[src/rtl/melbank_reader.sv]
// melbank_reader
//   Drain-side sequencer for the mel accumulator register file. After a
//   frame's accumulation, it reads bands 0..NBANDS-1 in order. Each band is
//   presented downstream as a registered valid/ready beat. The block drives
//   the bank port only while busy; the integration muxes the port on busy.
//
// Optional build macro: MELBANK_CLEAR_EN
//   When defined, each band is written back to zero right after its
//   handshake, using a one-cycle CLR state. This leaves the bank clean for
//   the next frame.
//   When undefined, there is no CLR state, regmel_wren stays 0 and the bank
//   contents survive readout.
//
// Ports:
//   clk           system clock, rising edge
//   reset         asynchronous, active-high reset
//   start         one-cycle readout request, honoured only in IDLE
//   busy          block owns the bank port (READ/WAIT/OUT/CLR)
//   done          one-cycle pulse after the final band handshake
//   regmel_wren   bank write enable (CLR state only)
//   regmel_addr   bank address = current band index (0 in IDLE)
//   regmel_wdata  bank write data, constant 0
//   regmel_in     bank registered read data
//   mel_data      band value, registered
//   mel_idx       band index of mel_data
//   mel_valid     stream valid
//   mel_ready     stream ready from downstream
//
// state | meaning
// ------+-----------------------------------------------------------
// IDLE  | bank port released; wait for start
// READ  | present idx to the bank (read cycle)
// WAIT  | bank data valid; capture into the output register
// OUT   | hold the beat until mel_valid & mel_ready
// CLR   | (MELBANK_CLEAR_EN) write 0 to band idx, then advance
module melbank_reader #(
  parameter int NBANDS = 23,
  parameter int DATA_W = 44,
  parameter int ADDR_W = 5
) (
  input  logic              clk,
  input  logic              reset,
  input  logic              start,
  output logic              busy,
  output logic              done,
  output logic              regmel_wren,
  output logic [ADDR_W-1:0] regmel_addr,
  output logic [DATA_W-1:0] regmel_wdata,
  input  logic [DATA_W-1:0] regmel_in,
  output logic [DATA_W-1:0] mel_data,
  output logic [ADDR_W-1:0] mel_idx,
  output logic              mel_valid,
  input  logic              mel_ready
);

  typedef enum logic [2:0] {
    S_IDLE = 3'd0,
    S_READ = 3'd1,
    S_WAIT = 3'd2,
    S_OUT  = 3'd3
`ifdef MELBANK_CLEAR_EN
    ,S_CLR = 3'd4
`endif
  } state_t;

  localparam logic [ADDR_W-1:0] LAST_IDX = ADDR_W'(NBANDS - 1);

  state_t            state, state_nxt;
  logic [ADDR_W-1:0] idx, idx_nxt;
  logic              done_nxt;
  logic              load_beat;
  logic              drop_beat;

  always_ff @(posedge clk or posedge reset) begin
    if (reset) begin
      state     <= S_IDLE;
      idx       <= '0;
      done      <= 1'b0;
      mel_data  <= '0;
      mel_idx   <= '0;
      mel_valid <= 1'b0;
    end else begin
      state <= state_nxt;
      idx   <= idx_nxt;
      done  <= done_nxt;
      if (load_beat) begin
        mel_data  <= regmel_in;
        mel_idx   <= idx;
        mel_valid <= 1'b1;
      end else if (drop_beat) begin
        mel_valid <= 1'b0;
      end
    end
  end

  always_comb begin
    state_nxt = state;
    idx_nxt   = idx;
    done_nxt  = 1'b0;
    load_beat = 1'b0;
    drop_beat = 1'b0;
    unique case (state)
      S_IDLE: begin
        if (start) begin
          state_nxt = S_READ;
          idx_nxt   = '0;
        end
      end
      S_READ: state_nxt = S_WAIT;
      S_WAIT: begin
        load_beat = 1'b1;
        state_nxt = S_OUT;
      end
      S_OUT: begin
        if (mel_valid && mel_ready) begin
          drop_beat = 1'b1;
`ifdef MELBANK_CLEAR_EN
          state_nxt = S_CLR;
`else
          if (idx == LAST_IDX) begin
            state_nxt = S_IDLE;
            done_nxt  = 1'b1;
          end else begin
            idx_nxt   = idx + ADDR_W'(1);
            state_nxt = S_READ;
          end
`endif
        end
      end
`ifdef MELBANK_CLEAR_EN
      S_CLR: begin
        if (idx == LAST_IDX) begin
          state_nxt = S_IDLE;
          done_nxt  = 1'b1;
        end else begin
          idx_nxt   = idx + ADDR_W'(1);
          state_nxt = S_READ;
        end
      end
`endif
      default: state_nxt = S_IDLE;
    endcase
  end

  // Port outputs decode straight from state, so an asynchronous reset
  // releases the bank port immediately, without waiting for an edge.
  assign busy         = (state != S_IDLE);
  assign regmel_addr  = (state == S_IDLE) ? '0 : idx;
  assign regmel_wdata = '0;
`ifdef MELBANK_CLEAR_EN
  assign regmel_wren  = (state == S_CLR);
`else
  assign regmel_wren  = 1'b0;
`endif

endmodule

[config.mk]
export PLATFORM = sky130hd
export DESIGN_NAME = melbank_reader
export DESIGN_NICKNAME = d
export VERILOG_FILES = /design/src/rtl/melbank_reader.sv
export SDC_FILE = /design/constraint.sdc
export NUM_CORES = 1
export LEC_CHECK = 0
export ABC_AREA = 1
export BUFFER_PORTS_ARGS = -buffer_cell sky130_fd_sc_hd__buf_2
export CORE_UTILIZATION = 40
export DETAILED_ROUTE_END_ITERATION = 8
export PLACE_DENSITY = 0.76
export SLEW_MARGIN = 20
export SYNTH_ARGS = -nofsm -noshare
export SYNTH_HDL_FRONTEND = slang
export SYNTH_SLANG_ARGS = --single-unit
[constraint.sdc]
create_clock -name clk -period 1.8 [get_ports clk]
set_input_delay 0.36 -clock clk [delete_from_list [all_inputs] [get_ports clk]]
set_output_delay 0.36 -clock clk [all_outputs]
set_load 0.005 [all_outputs]
======== Word level (Yosys, flattened, before mapping) ========
Index checks and enable logic that the tools add are counted.
storage, ports and cells
  logic and storage cells ................. 38
  output and inout bits ................... 102
  register bits after elaboration ......... 59
  bits of input ports ..................... 48
cells by class
  muxes and demuxes ....................... 17
  equality and inequality tests ........... 7
  add/sub/neg operators ................... 1
  reduce and logical (&&, ||, !) cells .... 7
operators by type and width
  operator               count
  $mux W5                4
  $pmux W3 S4            1
  $pmux W5 S2            1
  $mux W1                9
  $eq A3 B2 Y1 const B   2
  $mux W3                2
  $ne A2 B2 Y1 const B   3
  $add A5 B1 Y5 const B  1
  $eq A5 B5 Y1 const B   1
  $reduce_and A4 Y1      1
  $reduce_bool A2 Y1     2
  $eq A3 B1 Y1 const B   1
  $logic_not A3 Y1       1
  $reduce_bool A3 Y1     1
  $reduce_and A2 Y1      1
  $logic_and A1 B1 Y1    1

======== Longest topological paths before layout ========
Gate-level depths: netlist (run 1).
  depth in word-level cells ............... 5
  depth in mapped cells ................... 9

======== Worst setup path after synthesis (run 1) ========
OpenSTA, ideal clock, no wires.
  kind .................................... reg2reg
  from .................................... register state[0]
  to ...................................... register idx[3]
  setup slack ............................. 534 ps
  required time ........................... 1683 ps
  stages on the path, launching flop included .. 10
  data arrival time ....................... 1149 ps
  clock period less this slack ............ 1266 ps
  buffers on the path ..................... 1
  cell sequence ........................... dfrtp_1 -> inv_1 -> ha_1 -> buf_6 -> nand2_1 -> nand2_1 -> inv_2 -> nand3_2 -> nand2_1 -> nand2_1
between the ends
  cells in the longest elaborated chain, start to end .. 3
  elaborated cells on any way between the ends .. 8
  classes of those cells .................. eq/ne (4); mux (1); reduce/logical (3)
RTL lines
  what                                                                 RTL line  source
  start: declaration                                                   68        state_t state, state_nxt;
  start signal: assignment                                             83        state <= state_nxt;
  $eq A3 B2 Y1 / $logic_not A3 Y1 (equally long branches)              102       unique case (state)
  $ne A2 B2 Y1 (no line) / $reduce_bool A2 Y1 (equally long branches)  --
  $reduce_and A4 Y1 (no line)                                          --
  end signal: assignment                                               84        idx <= idx_nxt;
  end: declaration                                                     69        logic [ADDR_W-1:0] idx, idx_nxt;
Parallel ways exist; a longest one is shown, timed or not.
A chain may end at the register's enable or synchronous reset.

======== Worst setup path after layout (run 1) ========
  from .................................... register state[0]
  to ...................................... output busy
between the ends
  cells in the longest elaborated chain, start to end .. 1
RTL lines
  what                RTL line  source
  $reduce_bool A3 Y1  147       assign busy = (state != S_IDLE);
  end: declaration    44        output logic busy,
No other way between the ends.

==> impl_metrics.ini, run 1 <==
[power]
power-per-cell-area_nw_per_um2 = 1590
power_mw = 5.36
leakage_nw = 2.06
peakVddDrop_v = 0.000551

[cts]
tritoncts = yes
cts.htree.levels = 3
insertion_delay_ns = 0.32
cts_buffer_depth = 2
cts_made_buffers = 9
cts_root_buf = clkbuf_8
cts_sinks = 58
path_clk_slew_ns = 0.06

[finish]
drive_gt1_share_pct = 30.0
n_fill_cell = 647
n_antenna_cell = 0
final_cell_mix = nand2_1, buf_2, dfrtp_1
layout_commonest_cell = nand2_1
finish.instance_area_um2 = 3380
layout.nets = 493
synthToLayoutAreaGrowth_pct = 22.8

[critical_path]
worstReg2RegStart = state[0]$_DFFE_PP0P_
reg2reg_to = idx[1]$_DFFE_PP0P_
rr_worst_depth = 7
slowest_stage = dfrtp_1
path_cells = inv_1 > ha_2 > inv_1 > buf_2
ff2ff_setup_slack_ns = 0.41
worstSetupEndpointType = output pin
worstSetupStartpointType = flip-flop
crit_arrival_ns = 1.28
cp_common_cell = inv_1
crit_fanout = 9
cp_data_required_time_ns = 1.44
slowest_delay_ns = 0.39
worst-setup-path-type = reg2out

[logic_synthesis]
yosys_warnings = 0
synth_area_leaders = dfrtp_1, nand2_1, buf_4, ha_1, inv_1
synth.distinct_cells = 20
avgSynthCellArea_um2 = 8.32
syn-cell-area_um2 = 2750
yosysTopAreaCell = dfrtp_1
synth_top_area_share_pct = 52.7
synthCells = 331
synth-seq-cells = 58
ys_seq_area_share_pct = 52.7

[routing]
first_pass_iters = 6
totalWireLength_um = 5810
avgViaCountPerCell = 4.31
drt_iter0_drc = 105
ant_nets = 0
vias = 2244
drt-wirelength-per-cell_um = 11.2
drc = 10

[grt]
grt_use_total_pct = 17.2
grt_max_degree = 46
grt_antenna_before_repair = 0
grt_pass1_vias = 2102
grt_remaining_overflow = 0
grt_util_met2_pct = 30.0
grtUsageMet3_pct = 3.99
grt-busiest-layer = met2
grt_first_pass_wirelength_um = 9580
met1_usage_pct = 19.6

[timing]
fin_skew_ns = 0.00738
hold_violations = 0
slew_viol_final = 0
finalCriticalPeriod_ns = 1.64
rsz0062_at_grt = no
fin_crit_sh_pct = 91.3
setup_viol = 0
max_freq_ghz = 0.608
whs_ns = 0.235
timing.setup.tns_ns = 0

[place]
placed_cell_area_um2 = 3220
hpwl_um = 4180
gp_congestion = 0.806
io_buffers = 104

[run_status]
violations = DRC
run_status = finished with violations

[die]
core_um2 = 6490
start_util_pct = 42.4
die_h_um = 85.0
io_pins = 150
dieArea_um2 = 7220
die_w_um = 85.0
rows = 29

[worst_hold_path]
hold_end = mel_data[4]$_DFFE_PP0P_
holdPathStages = 3
hp-class = in2reg
hp-start = regmel_in[4]

[run]
cap_violations = 0
what timing repair did:
action	4_1_cts	5_1_grt
endpoints found under the hold margin	3	0
hold buffers	1	0
resized for setup	0	1
setup buffers	0	0
setup endpoints to repair	0	6
final cells by class:
cell class	instances	area (um2)	area share (%)
sequential	58	1450	42.9
multi-input combinational	245	1010	30.0
timing repair buffer	110	606	17.9
clock buffer	11	131	3.89
tap	77	96.3	2.85
inverter	16	60.1	1.78
clock inverter	4	20.0	0.592
critical path, delay by kind of cell, from the launching register on:
kind | cells | cell delay, ns
flip-flops | 1 | 0.39
buffers and inverters | 3 | 0.29
adder cells (fa/ha/maj) | 1 | 0.28
worst max path at each step:
stage | endpoint | cells after the start | startpoint
6_report | busy | 4 | state[0]$_DFFE_PP0P_
4_1_cts | busy | 4 | state[0]$_DFFE_PP0P_
3_3_place_gp | busy | 4 | state[0]$_DFFE_PP0P_
2_1_floorplan | done$_DFF_PP0_ | 1 | reset
3_5_place_dp | idx[0]$_DFFE_PP0P_ | 8 | state[0]$_DFFE_PP0P_
5_1_grt | busy | 4 | state[1]$_DFFE_PP0P_
sequential cells by signal, indices dropped and copies added (netlist names):
name / flops
done: 1
mel_valid: 1
idx: 5
mel_data: 44
mel_idx: 5
state: 2
cell usage after synthesis, drive strengths merged:
| cell | number |
|---|---|
| buf | 52 |
| nor2 | 12 |
| conb | 1 |
| nand3b | 1 |
| nand3 | 9 |
| dfrtp | 58 |
| o21ai | 8 |
| inv | 16 |
| clkbuf | 4 |
| nand2 | 163 |
| nor3 | 1 |
| xnor2 | 1 |
| ha | 5 |
per-stage QoR:
stage                     std cells  setup WS (ns)  util (%)
after floorplan                 375         0.0120         -
after global placement          505          0.421      49.5
after detailed placement        505          0.372      49.5
after CTS                       521         0.0360      52.0
after global routing            521         0.0375      52.0
final                           521          0.156      52.0
routing by layer:
| metal | up-vias | share of wire, % |
|---|---|---|
| li1 | 1121 | - |
| met1 | 1029 | 41 |
| met2 | 84 | 51 |
| met3 | 10 | 5.3 |
| met4 | 0 | 2.0 |
| met5 | - | 0 |
logic make-up (layout without fill, tap and decap cells):
logic type                 count (synthesis)  after routing  share of synthesized area (%)
other                                      1             45                          0.136
AOI/OAI and AO/OA                          8              8                           1.45
adders and majority gates                  5              5                           2.27
and+or+nand+nor                          186            186                           26.5
DFF                                       58             58                           52.7
buffers and inverters                     72            141                           16.6
xor gates and xnor gates                   1              1                          0.318
report_power, final:
group          total, mW  internal (mW)  switching, mW
registers           2.18           1.88          0.297
logic               2.23          0.934           1.30
clock network      0.951          0.482          0.469
Power figures use the tool's default switching activity.
==> inputs of run 2 (changes only) <==
GPL_TIMING_DRIVEN = 0   (was not set)
==> run 2 against run 1 <==
Combinational power is essentially flat. Via count up 5.6%. Die area stayed put. Global-route usage shrank 0.41 points. Fmax fell by 2.9%. The run still ends with DRC left. Cell count is 9.6% higher. Power grew 5.3%. Critical path depth up 1. Sequential power is essentially flat. First-iteration DRC count fell by 24%. Sequential share of layout area is 4.2 points lower. Critical endpoint is now regmel_addr[1].
==> impl_metrics.ini, run 2 (synthesis results as in run 1) <==
[run_status]
run_status = finished with violations
violations = DRC

[grt]
grt_pass1_vias = 2141
grt_first_pass_wirelength_um = 9620
grt_remaining_overflow = 0
grt_antenna_before_repair = 0
grt_max_degree = 59
grt_use_total_pct = 16.8

[power]
power-per-cell-area_nw_per_um2 = 1510
leakage_nw = 2.31
peakVddDrop_v = 0.000709

[cts]
cts_root_buf = clkbuf_8
ctsHoldBuffers = 0
tritoncts = yes
cts_made_buffers = 9
cts.htree.levels = 3
path_clk_slew_ns = 0.07
cts_sinks = 58
cts_buffer_depth = 2
insertion_delay_ns = 0.32

[timing]
relSlewSlack_pct = 53.2
worstMarginPinSlew_ns = 0.702
hold_violations = 0
rsz0062_at_grt = no
slew_viol_final = 0
setup_viol = 0
fin_crit_sh_pct = 94.0
setup_ws_ns = 0.108
fin_skew_ns = 0.00684
finalCriticalPeriod_ns = 1.69
max_freq_ghz = 0.591

[die]
start_util_pct = 42.4
die_h_um = 85.0
rows = 29
core_um2 = 6490
die_w_um = 85.0
io_pins = 150
dieArea_um2 = 7220

[finish]
drive_gt1_share_pct = 36.4
n_antenna_cell = 0
layout.cells.non_filler = 571
final_cell_mix = nand2_1, buf_2, dfrtp_1
largest_reg_flops = 44
synthToLayoutAreaGrowth_pct = 36.0
n_fill_cell = 618
layout_commonest_cell = nand2_1
top_regs = mel_data (44), idx (5), mel_idx (5)
layout.nets = 543
top_register = mel_data

[worst_hold_path]
hp-class = in2async

[critical_path]
crit_fanout = 9
worstSetupStartpointType = flip-flop
slowest_stage = dfrtp_1
worstReg2RegStart = state[0]$_DFFE_PP0P_
reg2reg_to = mel_data[25]$_DFFE_PP0P_
worst-setup-path-type = reg2out
slowest_delay_ns = 0.37
crit_buf_inv = 3
cp_data_required_time_ns = 1.44
path_cells = inv_1 > ha_1 > buf_6 > nor2_1 > buf_2
crit_arrival_ns = 1.33
critPathTopFamily = flip-flops
rr_worst_depth = 6
ff2ff_setup_slack_ns = 0.34
worstSetupEndpointType = output pin

[routing]
vias = 2369
avgViaCountPerCell = 4.15
drt_iter0_drc = 80
drc = 10
drt-wirelength-per-cell_um = 10.3
ant_nets = 0
first_pass_iters = 7
totalWireLength_um = 5870

[run]
cap_violations = 0

[place]
io_buffers = 104
gp_congestion = 0.792
dpl.cell_count = 556
hpwl_um = 4410
place_ws_ns = 0.343
## run 2: cell types whose count changed in the layout (fill, tap and decap cells not counted), sizes merged
cell and delta:
buf +47, bufinv +1, clkbuf +6, clkinv -3, dlygate4sd3 -1
## run 2: metrics by stage
step	setup TNS [ns]	total power, mW	hold slack, ns	util, %	instance area [um2]
after floorplan	0	3.54	0.465	-	2920
after global placement	-41.09	4.40	0.448	54.4	3530
after detailed placement	0	4.49	0.453	54.5	3540
after CTS	0	5.74	0.188	57.6	3740
after global routing	0	6.16	0.217	57.6	3740
final	0	5.65	0.166	57.6	3740
## run 2: final cells by class
| class | count | area (um2) | share of cell area, % |
|---|---|---|---|
| Buffer | 56 | 397 | 10.6 |
| Clock buffer | 13 | 169 | 4.51 |
| Clock inverter | 2 | 35.0 | 0.936 |
| Inverter | 16 | 62.6 | 1.67 |
| Multi-Input combinational cell | 245 | 1010 | 27.0 |
| Sequential cell | 58 | 1450 | 38.8 |
| Tap cell | 77 | 96.3 | 2.57 |
| Timing Repair Buffer | 104 | 520 | 13.9 |
## run 2: timing repair
action	4_1_cts	5_1_grt
endpoints found under the setup margin	0	1
setup buffers	0	0
gates resized for setup	0	1
## run 2: worst max-delay path by stage
| stage | to | slack, ns | from | cells past startpoint |
|---|---|---|---|---|
| final | regmel_addr[1] | 0.11 | state[0]$_DFFE_PP0P_ | 5 |
| after global routing | regmel_addr[1] | 0.005 | state[0]$_DFFE_PP0P_ | 5 |
| after CTS | regmel_addr[4] | 0.08 | state[0]$_DFFE_PP0P_ | 5 |
| after detailed placement | mel_data[25]$_DFFE_PP0P_ | 0.34 | state[0]$_DFFE_PP0P_ | 6 |
| after global placement | done$_DFF_PP0_ | -0.71 | reset | 2 |
| after floorplan | done$_DFF_PP0_ | 0.01 | reset | 1 |
## run 2: report_power, final
| part | total (mW) | switching [mW] | internal, mW | leakage [nW] |
|---|---|---|---|---|
| Sequential | 2.17 | 0.294 | 1.88 | 0.725 |
| Combinational | 2.25 | 1.30 | 0.951 | 1.48 |
| Clock | 1.23 | 0.482 | 0.744 | 0.106 |
## run 2: worst register-to-register path: stages (launching register included)
cell	delay [ns]
dfrtp_1	0.40
inv_1	0.08
ha_1	0.14
buf_4	0.17
clkbuf_1	0.39
nand2_1	0.11
nand2_1	0.10
## run 2: metal layers
layer | vias up | track usage, % | routed length, um
met5 | - | 0 | 0
met4 | 0 | 6.93 | 78
met2 | 84 | 28.4 | 2990
li1 | 1223 | - | -
met1 | 1055 | 20.3 | 2470
met3 | 7 | 4.28 | 339
==> inputs of run 3 (changes only) <==
ABC_AREA = not set   (was 1)
==> run 3 against run 2 <==
The flow now finishes without violations. Via count decreased by 18%. Clock power decreased by 7%. Cell area increased by 0.47%. Sequential cell count unchanged. Hold slack got worse by 0.031 ns. Power increased by 3.7%. Count of clock-buffer cells in the layout decreased by 3. First-iteration DRC count increased by 2.5%. Non-clock buffer count decreased by 3. Core utilization decreased by 2.0 points. Die area increased by 1.2%. Sequential power increased by 4%.
==> impl_metrics.ini, run 3 <==
[critical_path]
ff2ff_setup_slack_ns = 0.25
worstSetupEndpointType = output pin
worst-setup-path-type = reg2out
crit_arrival_ns = 1.36
path_cells = inv_1 > ha_1 > buf_6 > nor2b_1 > buf_2
crit_fanout = 10
slowest_stage = dfrtp_1
cp_data_required_time_ns = 1.44
slowest_delay_ns = 0.40
worstSetupStartpointType = flip-flop

[cts]
cts_made_buffers = 9
cts.htree.levels = 3
insertion_delay_ns = 0.33
tritoncts = yes
cts_root_buf = clkbuf_8
cts_buffer_depth = 2
cts_sinks = 58
post-cts-setup-buffers = 0
path_clk_slew_ns = 0.07

[power]
power-per-cell-area_nw_per_um2 = 1560
p_switching_mw = 1.84
leakage_nw = 2.01
peakVddDrop_v = 0.000673
switching_share_pct = 31.5
power_mw = 5.85
comb_power_share_pct = 42.1
intPower_mw = 4.01
p_seq_share_pct = 38.4
clock_power_share_pct = 19.5

[routing]
totalWireLength_um = 5230
vias = 1941
drc = 0
first_pass_iters = 4
ant_nets = 0
avgViaCountPerCell = 4.26
drt-wirelength-per-cell_um = 11.5
drt_iter0_drc = 82

[logic_synthesis]
synth_area_leaders = dfrtp_1, mux2_2, buf_4, ha_1, nand2b_4
async_reset_ff_share_pct = 100
avgSynthCellArea_um2 = 13.1
ys_seq_area_share_pct = 52.1
synth.distinct_cells = 33
synth_top_area_share_pct = 52.1
yosysTopAreaCell = dfrtp_1
synthCells = 212
ys_top_cells_by_count = dfrtp_1, buf_4, mux2_2, inv_1
synth-seq-cells = 58
yosys_warnings = 0
synthFlopType = dfrtp_1
syn-cell-area_um2 = 2790
synth-edff-count = 0
yosysMostFrequentCell = dfrtp_1

[timing]
whs_ns = 0.135
relSlewSlack_pct = 53.1
hold_violations = 0
finalCriticalPeriod_ns = 1.72
setup_viol = 0
timing.setup.tns_ns = 0
max_freq_ghz = 0.582
worstMarginPinSlew_ns = 0.704
fin_crit_sh_pct = 95.5
slew_viol_final = 0
fin_skew_ns = 0.0119
rsz0062_at_grt = no

[finish]
layout_commonest_cell = buf_2
layout.nets = 424
drive_gt1_share_pct = 61.7
n_fill_cell = 592
top_regs = mel_data (44), idx (5), mel_idx (5)
finish.instance_area_um2 = 3760
top_register = mel_data
layout.cells.non_filler = 456
final_cell_mix = buf_2, dfrtp_1, mux2_2, buf_4, conb_1
regArea_um2 = 1450
n_antenna_cell = 0
synthToLayoutAreaGrowth_pct = 34.9
multi_input_area_um2 = 1070
largest_reg_flops = 44

[place]
dpl.cell_count = 440
hpwl_um = 3890
gp_congestion = 0.815
io_buffers = 104
placed_cell_area_um2 = 3580

[die]
core_um2 = 6760
rows = 30
start_util_pct = 41.3
io_pins = 150
die_h_um = 85.5
die_w_um = 85.5
dieArea_um2 = 7310

[run_status]
run_status = completed

[worst_hold_path]
hp-class = in2async

[run]
cap_violations = 0

[grt]
grt_use_total_pct = 14.9
grt_max_degree = 59
grt_remaining_overflow = 0
grt_antenna_before_repair = 0
grt_first_pass_wirelength_um = 8300
grt_pass1_vias = 1795
-- run 3: cell types whose count changed after synthesis, moves of 4 or more --
cell      change
nand2_1     -156
clkbuf_1      -4
inv_1         -6
nand3_1       -5
mux2_2       +49
nor2_1        -6
o21ai_0       -5
-- run 3: power by group through the flow --
stage,registers (mW),clock network (mW),logic [mW]
floorplan,2.30,0,1.56
global placement,2.24,0,2.43
detailed placement,2.28,0,2.50
CTS,2.26,1.18,2.50
global route,2.34,1.25,2.73
finish,2.25,1.14,2.46
-- run 3: worst paths after layout --
check | cells past startpoint | to | start
worst max-delay path | 5 | regmel_addr[2] | state[1]$_DFFE_PP0P_
worst min register to register | 1 | mel_idx[2]$_DFFE_PP0P_ | mel_idx[2]$_DFFE_PP0P_
worst max register to register | 5 | mel_data[29]$_DFFE_PP0P_ | state[0]$_DFFE_PP0P_
max in group asynchronous | 2 | mel_data[28]$_DFFE_PP0P_ | reset
min in group clk | 2 | mel_data[35]$_DFFE_PP0P_ | regmel_in[35]
worst min-delay path | 2 | mel_data[30]$_DFFE_PP0P_ | reset
-- run 3: per-layer routing --
layer / vias up / track usage, % / routed length [um]
met1: 890 / 18.0 / 2310
met4: 0 / 6.82 / 46
met3: 5 / 5.45 / 400
met5: - / 0 / 0
li1: 949 / - / -
met2: 97 / 23.8 / 2470
-- run 3: logic make-up (layout without fill, tap and decap cells) --
| family | after synthesis | count (layout) | share of synthesized area [%] |
|---|---|---|---|
| flip-flops | 58 | 58 | 52.1 |
| adder cells (fa/ha/maj) | 5 | 5 | 2.24 |
| other | 1 | 45 | 0.135 |
| AND/OR/NAND/NOR | 23 | 23 | 5.61 |
| AO/OA/AOI/OAI | 13 | 13 | 3.59 |
| multiplexers | 52 | 52 | 21.1 |
| buffers and inverters | 60 | 180 | 15.3 |
-- run 3: timing repair --
item,in CTS,in global routing
gates resized for setup,0,1
hold buffers,0,0
endpoints found under the setup margin,0,3
-- run 3: worst max-delay path, delay by kind of cell, from the launching register on --
kind	cells	cell delay [ns]
DFF	1	0.40
buffers and inverters	3	0.34
adders and majority gates	1	0.18
and+or+nand+nor	1	0.11
-- run 3: final cells by class --
cell class              instances  area share, %
clock inverters                 6           1.53
multi-input cells             138           28.6
clock buffers                  10           3.39
flip-flops and latches         58           38.6
well taps                      80           2.66
inverters                       7          0.765
plain buffers                  53           10.6
repair buffers                104           13.8
-- run 3: per-stage QoR --
stage | setup WS (ns) | utilization [%]
finish | 0.0817 | 55.7
floorplan | 0.0120 | -
global placement | -0.699 | 52.9
CTS | 0.0445 | 55.7
global route | 0.00414 | 55.7
detailed placement | 0.233 | 52.9
